`src/rtl/guvm_cache_stub.sv`:
```
// guvm_cache_stub: cache-side responder for the GUVM core benches.
// Answers fetch/load requests from FIFOs with wait states and logs stores.

module guvm_fifo #(
  parameter int W     = 32,
  parameter int DEPTH = 4
) (
  input  logic                   clk,
  input  logic                   rst,
  input  logic                   push_i,
  input  logic                   pop_i,
  input  logic [W-1:0]           data_i,
  output logic [W-1:0]           head_o,
  output logic                   empty_o,
  output logic                   full_o,
  output logic                   full_nxt_o,
  output logic [$clog2(DEPTH):0] level_o
);
  localparam int AW = $clog2(DEPTH);

  logic [W-1:0] mem_q [DEPTH];
  logic [AW:0]  wptr_q;
  logic [AW:0]  wptr_d;
  logic [AW:0]  rptr_q;
  logic [AW:0]  rptr_d;

  assign wptr_d  = wptr_q + {{AW{1'b0}}, push_i};
  assign rptr_d  = rptr_q + {{AW{1'b0}}, pop_i};
  assign head_o  = mem_q[rptr_q[AW-1:0]];
  assign level_o = wptr_q - rptr_q;
  assign empty_o = wptr_q == rptr_q;

  // The extra pointer bit separates full from empty.
  assign full_o =
    (wptr_q[AW] != rptr_q[AW]) &&
    (wptr_q[AW-1:0] == rptr_q[AW-1:0]);
  assign full_nxt_o =
    (wptr_d[AW] != rptr_d[AW]) &&
    (wptr_d[AW-1:0] == rptr_d[AW-1:0]);

  always_ff @(posedge clk) begin
    if (rst) begin
      wptr_q <= '0;
      rptr_q <= '0;
    end else begin
      wptr_q <= wptr_d;
      rptr_q <= rptr_d;
    end
  end

  always_ff @(posedge clk) begin
    if (push_i) begin
      mem_q[wptr_q[AW-1:0]] <= data_i;
    end
  end
endmodule

module guvm_chan #(
  parameter int WAIT_W = 4
) (
  input  logic              clk,
  input  logic              rst,
  input  logic              req_i,
  input  logic [WAIT_W-1:0] wait_cfg_i,
  input  logic              stall_i,
  output logic              hold_o,
  output logic              idle_o,
  output logic              acc_o,
  output logic              fire_o
);
  typedef enum logic [1:0] {
    S_IDLE,
    S_WAIT,
    S_RESP
  } state_e;

  state_e            state_q;
  state_e            state_d;
  logic [WAIT_W-1:0] cnt_q;
  logic [WAIT_W-1:0] cnt_d;

  always_ff @(posedge clk) begin
    if (rst) begin
      state_q <= S_IDLE;
      cnt_q   <= '0;
    end else begin
      state_q <= state_d;
      cnt_q   <= cnt_d;
    end
  end

  always_comb begin
    state_d = state_q;
    cnt_d   = cnt_q;
    acc_o   = 1'b0;
    fire_o  = 1'b0;
    hold_o  = 1'b1;
    idle_o  = 1'b0;
    unique case (state_q)
      S_IDLE: begin
        idle_o = 1'b1;
        if (req_i) begin
          acc_o = 1'b1;
          if (wait_cfg_i != '0) begin
            state_d = S_WAIT;
            cnt_d   = wait_cfg_i;
          end else if (stall_i) begin
            state_d = S_WAIT;
            cnt_d   = WAIT_W'(1);
          end else begin
            state_d = S_RESP;
            fire_o  = 1'b1;
          end
        end
      end
      S_WAIT: begin
        hold_o = 1'b0;
        // Parked at cnt==1 while the store log is full.
        if (cnt_q != WAIT_W'(1)) begin
          cnt_d = cnt_q - WAIT_W'(1);
        end else if (!stall_i) begin
          state_d = S_RESP;
          fire_o  = 1'b1;
        end
      end
      S_RESP: begin
        state_d = S_IDLE;
      end
      default: begin
        state_d = S_IDLE;
      end
    endcase
  end
endmodule

module guvm_cache_stub #(
  parameter int DATA_W      = 32,
  parameter int ADDR_W      = 32,
  parameter int INST_DEPTH  = 8,
  parameter int LOAD_DEPTH  = 4,
  parameter int STORE_DEPTH = 4,
  parameter int WAIT_W      = 4,
  parameter logic [DATA_W-1:0] NOP_INST =
    DATA_W'(32'h0100_0000)
) (
  input  logic                    clk,
  input  logic                    rst,
  input  logic [WAIT_W-1:0]       wait_cfg,
  input  logic                    inst_in_valid,
  output logic                    inst_in_ready,
  input  logic [DATA_W-1:0]       inst_in_data,
  input  logic                    load_in_valid,
  output logic                    load_in_ready,
  input  logic [DATA_W-1:0]       load_in_data,
  input  logic                    ic_req,
  input  logic [ADDR_W-1:0]       ic_addr,
  output logic                    ic_hold,
  output logic [DATA_W-1:0]       ic_data,
  input  logic                    dc_req,
  input  logic                    dc_write,
  input  logic [ADDR_W-1:0]       dc_addr,
  input  logic [DATA_W-1:0]       dc_wdata,
  output logic                    dc_hold,
  output logic [DATA_W-1:0]       dc_data,
  output logic                    st_valid,
  input  logic                    st_ready,
  output logic [ADDR_W-1:0]       st_addr,
  output logic [DATA_W-1:0]       st_data,
  output logic [$clog2(INST_DEPTH):0] inst_level,
  output logic [7:0]              ic_underflow,
  output logic [7:0]              dc_underflow
);
  localparam int SW = ADDR_W + DATA_W;

  logic ic_addr_unused;
  assign ic_addr_unused = ^ic_addr;

  logic inst_rdy_q;
  logic load_rdy_q;
  logic inst_push;
  logic inst_pop;
  logic inst_empty;
  logic inst_full_n;
  logic inst_full_unused;
  logic [DATA_W-1:0] inst_head;

  logic load_push;
  logic load_pop;
  logic load_empty;
  logic load_full_n;
  logic load_full_unused;
  logic [DATA_W-1:0] load_head;
  logic [$clog2(LOAD_DEPTH):0] load_lvl_unused;

  logic st_push;
  logic st_pop;
  logic st_empty;
  logic st_full;
  logic st_full_n_unused;
  logic [SW-1:0] st_head;
  logic [$clog2(STORE_DEPTH):0] st_lvl_unused;

  logic ic_fire;
  logic ic_acc_unused;
  logic ic_idle_unused;
  logic dc_fire;
  logic dc_acc;
  logic dc_idle;
  logic dc_stall;

  logic              dc_wr_q;
  logic [ADDR_W-1:0] dc_addr_q;
  logic [DATA_W-1:0] dc_wdata_q;
  logic              dc_wr_e;
  logic [ADDR_W-1:0] dc_addr_e;
  logic [DATA_W-1:0] dc_wdata_e;

  logic [DATA_W-1:0] ic_data_q;
  logic [DATA_W-1:0] ic_data_d;
  logic [DATA_W-1:0] dc_data_q;
  logic [DATA_W-1:0] dc_data_d;
  logic [7:0]        ic_unf_q;
  logic [7:0]        ic_unf_d;
  logic [7:0]        dc_unf_q;
  logic [7:0]        dc_unf_d;

  assign inst_in_ready = inst_rdy_q;
  assign load_in_ready = load_rdy_q;
  assign inst_push = inst_in_valid & inst_rdy_q;
  assign load_push = load_in_valid & load_rdy_q;
  assign inst_pop  = ic_fire & ~inst_empty;

  // In IDLE the request fields are live; later they are latched.
  assign dc_wr_e    = dc_idle ? dc_write : dc_wr_q;
  assign dc_addr_e  = dc_idle ? dc_addr  : dc_addr_q;
  assign dc_wdata_e = dc_idle ? dc_wdata : dc_wdata_q;

  assign load_pop = dc_fire & ~dc_wr_e & ~load_empty;
  assign st_push  = dc_fire & dc_wr_e;
  assign st_valid = ~st_empty;
  assign st_pop   = st_valid & st_ready;
  assign dc_stall = dc_wr_e & st_full & ~st_pop;
  assign st_addr  = st_head[SW-1:DATA_W];
  assign st_data  = st_head[DATA_W-1:0];

  assign ic_data      = ic_data_q;
  assign dc_data      = dc_data_q;
  assign ic_underflow = ic_unf_q;
  assign dc_underflow = dc_unf_q;

  guvm_fifo #(.W(DATA_W), .DEPTH(INST_DEPTH)) u_inst (
    .clk        (clk),
    .rst        (rst),
    .push_i     (inst_push),
    .pop_i      (inst_pop),
    .data_i     (inst_in_data),
    .head_o     (inst_head),
    .empty_o    (inst_empty),
    .full_o     (inst_full_unused),
    .full_nxt_o (inst_full_n),
    .level_o    (inst_level)
  );

  guvm_fifo #(.W(DATA_W), .DEPTH(LOAD_DEPTH)) u_load (
    .clk        (clk),
    .rst        (rst),
    .push_i     (load_push),
    .pop_i      (load_pop),
    .data_i     (load_in_data),
    .head_o     (load_head),
    .empty_o    (load_empty),
    .full_o     (load_full_unused),
    .full_nxt_o (load_full_n),
    .level_o    (load_lvl_unused)
  );

  guvm_fifo #(.W(SW), .DEPTH(STORE_DEPTH)) u_st (
    .clk        (clk),
    .rst        (rst),
    .push_i     (st_push),
    .pop_i      (st_pop),
    .data_i     ({dc_addr_e, dc_wdata_e}),
    .head_o     (st_head),
    .empty_o    (st_empty),
    .full_o     (st_full),
    .full_nxt_o (st_full_n_unused),
    .level_o    (st_lvl_unused)
  );

  guvm_chan #(.WAIT_W(WAIT_W)) u_ic (
    .clk        (clk),
    .rst        (rst),
    .req_i      (ic_req),
    .wait_cfg_i (wait_cfg),
    .stall_i    (1'b0),
    .hold_o     (ic_hold),
    .idle_o     (ic_idle_unused),
    .acc_o      (ic_acc_unused),
    .fire_o     (ic_fire)
  );

  guvm_chan #(.WAIT_W(WAIT_W)) u_dc (
    .clk        (clk),
    .rst        (rst),
    .req_i      (dc_req),
    .wait_cfg_i (wait_cfg),
    .stall_i    (dc_stall),
    .hold_o     (dc_hold),
    .idle_o     (dc_idle),
    .acc_o      (dc_acc),
    .fire_o     (dc_fire)
  );

  always_comb begin
    ic_data_d = ic_data_q;
    ic_unf_d  = ic_unf_q;
    dc_data_d = dc_data_q;
    dc_unf_d  = dc_unf_q;
    if (ic_fire) begin
      if (inst_empty) begin
        ic_data_d = NOP_INST;
        if (ic_unf_q != 8'hFF) begin
          ic_unf_d = ic_unf_q + 8'd1;
        end
      end else begin
        ic_data_d = inst_head;
      end
    end
    if (dc_fire) begin
      dc_data_d = '0;
      if (!dc_wr_e) begin
        if (load_empty) begin
          if (dc_unf_q != 8'hFF) begin
            dc_unf_d = dc_unf_q + 8'd1;
          end
        end else begin
          dc_data_d = load_head;
        end
      end
    end
  end

  always_ff @(posedge clk) begin
    if (rst) begin
      inst_rdy_q <= 1'b0;
      load_rdy_q <= 1'b0;
      ic_data_q  <= NOP_INST;
      dc_data_q  <= '0;
      ic_unf_q   <= '0;
      dc_unf_q   <= '0;
      dc_wr_q    <= 1'b0;
      dc_addr_q  <= '0;
      dc_wdata_q <= '0;
    end else begin
      inst_rdy_q <= ~inst_full_n;
      load_rdy_q <= ~load_full_n;
      ic_data_q  <= ic_data_d;
      dc_data_q  <= dc_data_d;
      ic_unf_q   <= ic_unf_d;
      dc_unf_q   <= dc_unf_d;
      if (dc_acc) begin
        dc_wr_q    <= dc_write;
        dc_addr_q  <= dc_addr;
        dc_wdata_q <= dc_wdata;
      end
    end
  end
endmodule

```
`config.mk`:
```
export PLATFORM = sky130hd
export DESIGN_NAME = guvm_cache_stub
export DESIGN_NICKNAME = d
export VERILOG_FILES = /design/src/rtl/guvm_cache_stub.sv
export SDC_FILE = /design/constraint.sdc
export NUM_CORES = 1
export LEC_CHECK = 0
export ABC_AREA = 1
export BUFFER_PORTS_ARGS = -buffer_cell sky130_fd_sc_hd__buf_2
export CAP_MARGIN = 10
export CORE_MARGIN = 2
export CORE_UTILIZATION = 53
export CTS_CLUSTER_SIZE = 30
export DETAILED_ROUTE_END_ITERATION = 7
export GPL_TIMING_DRIVEN = 0
export PLACE_DENSITY = 0.79
export SLEW_MARGIN = 5
export SYNTH_ARGS = -nofsm -noshare
export SYNTH_HDL_FRONTEND = slang
export SYNTH_SLANG_ARGS = --single-unit
```
`constraint.sdc`:
```
create_clock -name clk -period 6 [get_ports clk]
set_input_delay 0.9 -clock clk [delete_from_list [all_inputs] [get_ports clk]]
set_output_delay 0.9 -clock clk [all_outputs]
set_load 0.005 [all_outputs]
```
Yosys cells after proc, flatten, opt, wreduce, memory -nomap -nowiden --
Memory sizes are Yosys's and may differ from the RTL's. A register that Yosys moved wholly into a read port is not among the register bits. Index checks and enable logic that the tools add are counted.
Word-level totals: memories 3, flip-flop bits (word level) 179, memory bits (writable) 640, input port bits 172
Cells by class: $add $sub $neg 11, reduce and logical (&&, ||, !) cells 14, equality and inequality tests 24, muxes and demuxes 48, bitwise operators 16
Memory list:
- u_inst.mem_q | words 8, width 32, read ports 1, clocked after memory_dff 1, write ports 1, RTL line 21 | logic [W-1:0] mem_q [DEPTH];
- u_st.mem_q | words 4, width 64, read ports 1, clocked after memory_dff 1, write ports 1, RTL line 21
- u_load.mem_q | words 4, width 32, read ports 1, clocked after memory_dff 1, write ports 1, RTL line 21
Operators with widths (count):
- $mux 32 | 5
- $mux 4 | 7
- $mux 2 | 10
- $mux 1 | 19
- $add 8x1->8 const B | 2
- $ne 8x8->1 const B | 2
- $pmux 4 s2 | 2
- $add 3x1->3 | 4
- $reduce_and 4->1 | 3
- $ne 2x2->1 const B | 5
- $and 1x1->1 | 9
- $eq 3x3->1 | 3
- $add 4x1->4 | 2
- $ne 4x1->1 const B | 2
- $pmux 2 s2 | 2
- $sub 4x1->4 const B | 2
- $not 1->1 | 7
- $ne 2x1->1 const B | 3
- $reduce_and 3->1 | 2
- $eq 2x1->1 const B | 2
- $eq 2x2->1 | 2
- $eq 4x4->1 | 1
- $logic_not 2->1 | 2
- $pmux 1 s2 | 2
- other kinds (8) | 13

Longest topological paths before layout --
depth after elaboration 15, mapped depth 15, mapped depth without buffers 14

By module --
From an unflattened synthesis, not the netlist that was laid out.
Second synthesis, totals: cell total of the unflattened synthesis 3084, area, all modules 33199.3 µm²
Modules (own cells, without submodules):
- guvm_fifo (u_inst) | seq. area each 7847.5 µm², area each 10852.9 µm², times used 1, cells each 955
- guvm_fifo (u_st) | seq. area each 7807.5 µm², area each 9854.5 µm², times used 1, cells each 679
- guvm_cache_stub | seq. area each 2942.8 µm², area each 6233.5 µm², times used 1, cells each 936
- guvm_fifo (u_load) | seq. area each 3963.8 µm², area each 5352.6 µm², times used 1, cells each 368
- guvm_chan | seq. area each 120.1 µm², area each 452.9 µm², times used 2, cells each 73

Worst setup path before layout --
OpenSTA, ideal clock, no wires.
path kind input to register, start in wait_cfg[0], end mem u_st.mem_q[1][0] (netlist bit) (enable), setup time 0.565 ns, required time 5.435 ns, path buffers 0, data arrival time 5.853 ns, cell stages on the path 7, setup slack -0.418 ns, path through nor2_1 nand3_1 inv_1 nand3_2 nand2_4 nand2_1 nor3_1
Between the ends: word-level cells in the longest chain between the ends 7
RTL lines:
- start: declaration | RTL line 148 | input logic [WAIT_W-1:0] wait_cfg,
- $reduce_bool 4->1 | RTL line 104 | if (wait_cfg_i != '0) begin
- $mux 1 | RTL line 104
- $mux 1 | RTL line 102 | if (req_i) begin
- $pmux 1 s2 | RTL line 99 | unique case (state_q)
- $and 1x1->1 | RTL line 239 | assign st_push = dc_fire & dc_wr_e;
- $mux 1 | RTL line 52 | if (push_i) begin
- $mux 1 (implied by the code) | RTL line 53 | mem_q[wptr_q[AW-1:0]] <= data_i;
- end: declaration | RTL line 21
No other way between the ends.

Final worst setup path --
start reg u_inst.rptr_q[2], end out inst_level[3]
Between the ends: word-level cells in the longest chain between the ends 1
RTL lines:
- start: declaration | RTL line 24 | logic [AW:0] rptr_q;
- start signal: assignment | RTL line 47 | rptr_q <= rptr_d;
- $sub 4x4->4 | RTL line 30 | assign level_o = wptr_q - rptr_q;
- end: declaration | RTL line 169 | output logic [$clog2(INST_DEPTH):0] inst_level,
No other way between the ends.

==> impl_metrics.ini <==
[status]
status = finished, violations left
failed_checks = design-rule violations

[worst_setup_path]
crit_slowest_cell = ha_1
startpoint = u_inst.rptr_q[2]
path_class = reg -> out
path_cells = clkbuf_1 -> inv_1 -> clkbuf_1 -> ha_1 -> a21oi_1 -> o21ai_0 -> xor2_1 -> buf_2
crit_top_cell = clkbuf_1
r2r_start = u_inst.rptr_q[2]
critPathMaxStageDelay_ns = 0.47
crit_required_ns = 5.10
crit_fanout = 10
arrival_ns = 3.29
end_kind = output pin
r2r_cells = 14
cp-start-kind = flop

[synth]
syn_area_per_cell_um2 = 11.6
netlist_area_um2 = 31800
yosysWarnings = 0
yosys-top-cells-area = edfxtp_1, dfxtp_1, o21ai_0
synth-seq-cells = 819
synthCells = 2742
yosys.area.top_type_share = 0.604
syn_nets = 2936
ys_types = 32
synth_top_area_cell = edfxtp_1
synth_seq_area_share = 0.716

[power_and_ir_drop]
power_mw = 12.2
power-per-cell-area_nw_per_um2 = 323
vdd.ir_drop.worst_mv = 0.268
p_leak_nw = 13.8

[drt]
first_pass_iters = 8
drtIter0Drc = 2898
vias = 23400
ant_nets = 0
drc = 7
routedWlPerCell_um = 21.1
viasPerCell = 5.83
wirelength_mm = 84.8

[floorplanning]
initial_utilization = 0.538
io_pins = 325
rows = 89
dieWidth_um = 249
core_area_um2 = 59200
chipHeight_um = 249
dieArea_um2 = 62100

[cts]
ctsResizeCount = 0
clock-sinks = 819
cts_buffers = 80
cts_root_buf = clkbuf_16
cts_buffer_depth = 3
cts_tree = yes
clock_latency_ns = 0.63
clkTransAtPathRegs_ns = 0.06
cts_hold_buf = 0
cts_max_level = 3
postCtsSetupRepairBufs = 0

[grt]
grt.overflow.total = 0
grtUsageMet2 = 0.430
top_usage_layer = met2
grt_pass1_vias = 22200
grt_pass1_wl_mm = 127
grt.total_usage = 0.265
met3_usage = 0.0592
grtUsageMet1 = 0.349
antenna_found_initial = 17
grt_max_degree = 24

[sta]
slew_violations = 0
holdWs_ns = 0.449
skew_ns = 0.0242
finalCritPeriodShare = 0.698
worst_pin_slew_ns = 0.990
post-route-min-period_ns = 4.19
setup_tns_ns = 0
hold_viol = 0
fin_ws_ns = 1.81
max_slew_margin = 0.340
rsz0062_at_grt = no
max_freq_mhz = 239
finalSetupViolCount = 0

[placement]
dp_cells = 3857
dp_hpwl_mm = 55.7
pre_cts_slack_ns = 2.27
numPortBuffers = 291
place_area_um2 = 35000
place_congestion = 0.849

[layout]
drive_gt1_frac = 0.168
final_area_um2 = 37700
nNetsFinal = 3360
final_cell_count_no_fill = 4015
area_delta_synth_final_pct = 18.5
post-route-util = 0.637
nFillCells = 4316

[flow_run]
max_cap_viol_count = 0

[worst_hold_path]
min_from = dc_addr_q[26]
hold_class = reg -> reg
hold-path-cell-count = 2
==> power by group <==
part / leakage (nW) / switching (mW) / internal [mW]
logic: 5.17 / 0.518 / 0.200
clock network: 1.35 / 2.16 / 3.00
registers: 7.25 / 0.0346 / 6.26
==> critical path, delay by kind of cell, from the launching register on <==
| kind | cells | cell delay, ns |
|---|---|---|
| buffers and inverters | 4 | 1.24 |
| adders and majority gates | 1 | 0.47 |
| AOI/OAI and AO/OA | 2 | 0.32 |
| xor gates and xnor gates | 1 | 0.32 |
| DFF | 1 | 0.30 |
==> cells in the mapped netlist, drive strengths merged <==
cell and instances:
a211oi 1, a21oi 156, a31oi 3, and3 1, buf 52, clkbuf 127, clkinv 2, dfxtp 179
edfxtp 640, fa 1, ha 21, inv 132, nand2 312, nand3 25, nand4 45, nor2 370
nor3 12, o21ai 469, o22ai 160, o41ai 1, or2 1, xnor2 11, xor2 21
==> sequential cells by signal, indices dropped and copies added (netlist names), 4 cells and up <==
signal and count:
dc_data 32, u_inst.wptr_q 4, u_inst.mem_q 256, ic_data 32, dc_wdata_q 32, u_dc.cnt_q 4
u_inst.rptr_q 4, u_st.mem_q 256, u_ic.cnt_q 4, dc_addr_q 32, u_load.mem_q 128, dc_underflow 8
ic_underflow 8
==> per-layer routing <==
| layer | part of all wire | routed length [um] |
|---|---|---|
| met5 | 0.0016 | 136 |
| met2 | 0.48 | 40300 |
| met1 | 0.38 | 32500 |
| met4 | 0.032 | 2750 |
| met3 | 0.11 | 9120 |
==> path summary, 6_finish.rpt <==
check        slack [ns]            end
max reg2reg        2.13  inst_in_ready
max                1.81  inst_level[3]
min                0.45  dc_addr_q[26]
min reg2reg        0.45  dc_addr_q[26]
==> layout make-up <==
| class | count | area, um^2 | area share |
|---|---|---|---|
| Antenna cell | 8 | 20.0 | 0.000531 |
| Clock buffer | 111 | 2320 | 0.0616 |
| Inverter | 134 | 503 | 0.0133 |
| Tap cell | 773 | 967 | 0.0256 |
| Multi-Input combinational cell | 1610 | 7910 | 0.210 |
| Buffer | 179 | 729 | 0.0193 |
| Clock inverter | 39 | 415 | 0.0110 |
| Timing Repair Buffer | 342 | 2060 | 0.0546 |
| Sequential cell | 819 | 22800 | 0.604 |
==> layout by cell type (no fill, tap or decap), drive strengths merged, types with 4 or more instances in the layout <==
master and instances:
nor3 12, ha 21, buf 394, xor2 21
nand2 312, clkinv 23, bufinv 6, diode 8
clkinvlp 4, o21ai 469, nand3 25, edfxtp 640
o22ai 160, nor2 370, dfxtp 179, clkbuf 238
a21oi 156, inv 140, xnor2 11, nand4 45
==> logic make-up (layout without fill, tap and decap cells) <==
group | Yosys count | after routing | synth area share
fa+ha+maj | 22 | 22 | 0.00888
buf+inv | 313 | 805 | 0.0387
simple gates | 766 | 766 | 0.0968
other cells | 0 | 8 | 0
compound gates | 790 | 790 | 0.131
flops | 819 | 819 | 0.716
xor+xnor | 32 | 32 | 0.00880
No activity file was read; power rests on OpenSTA's default activity.
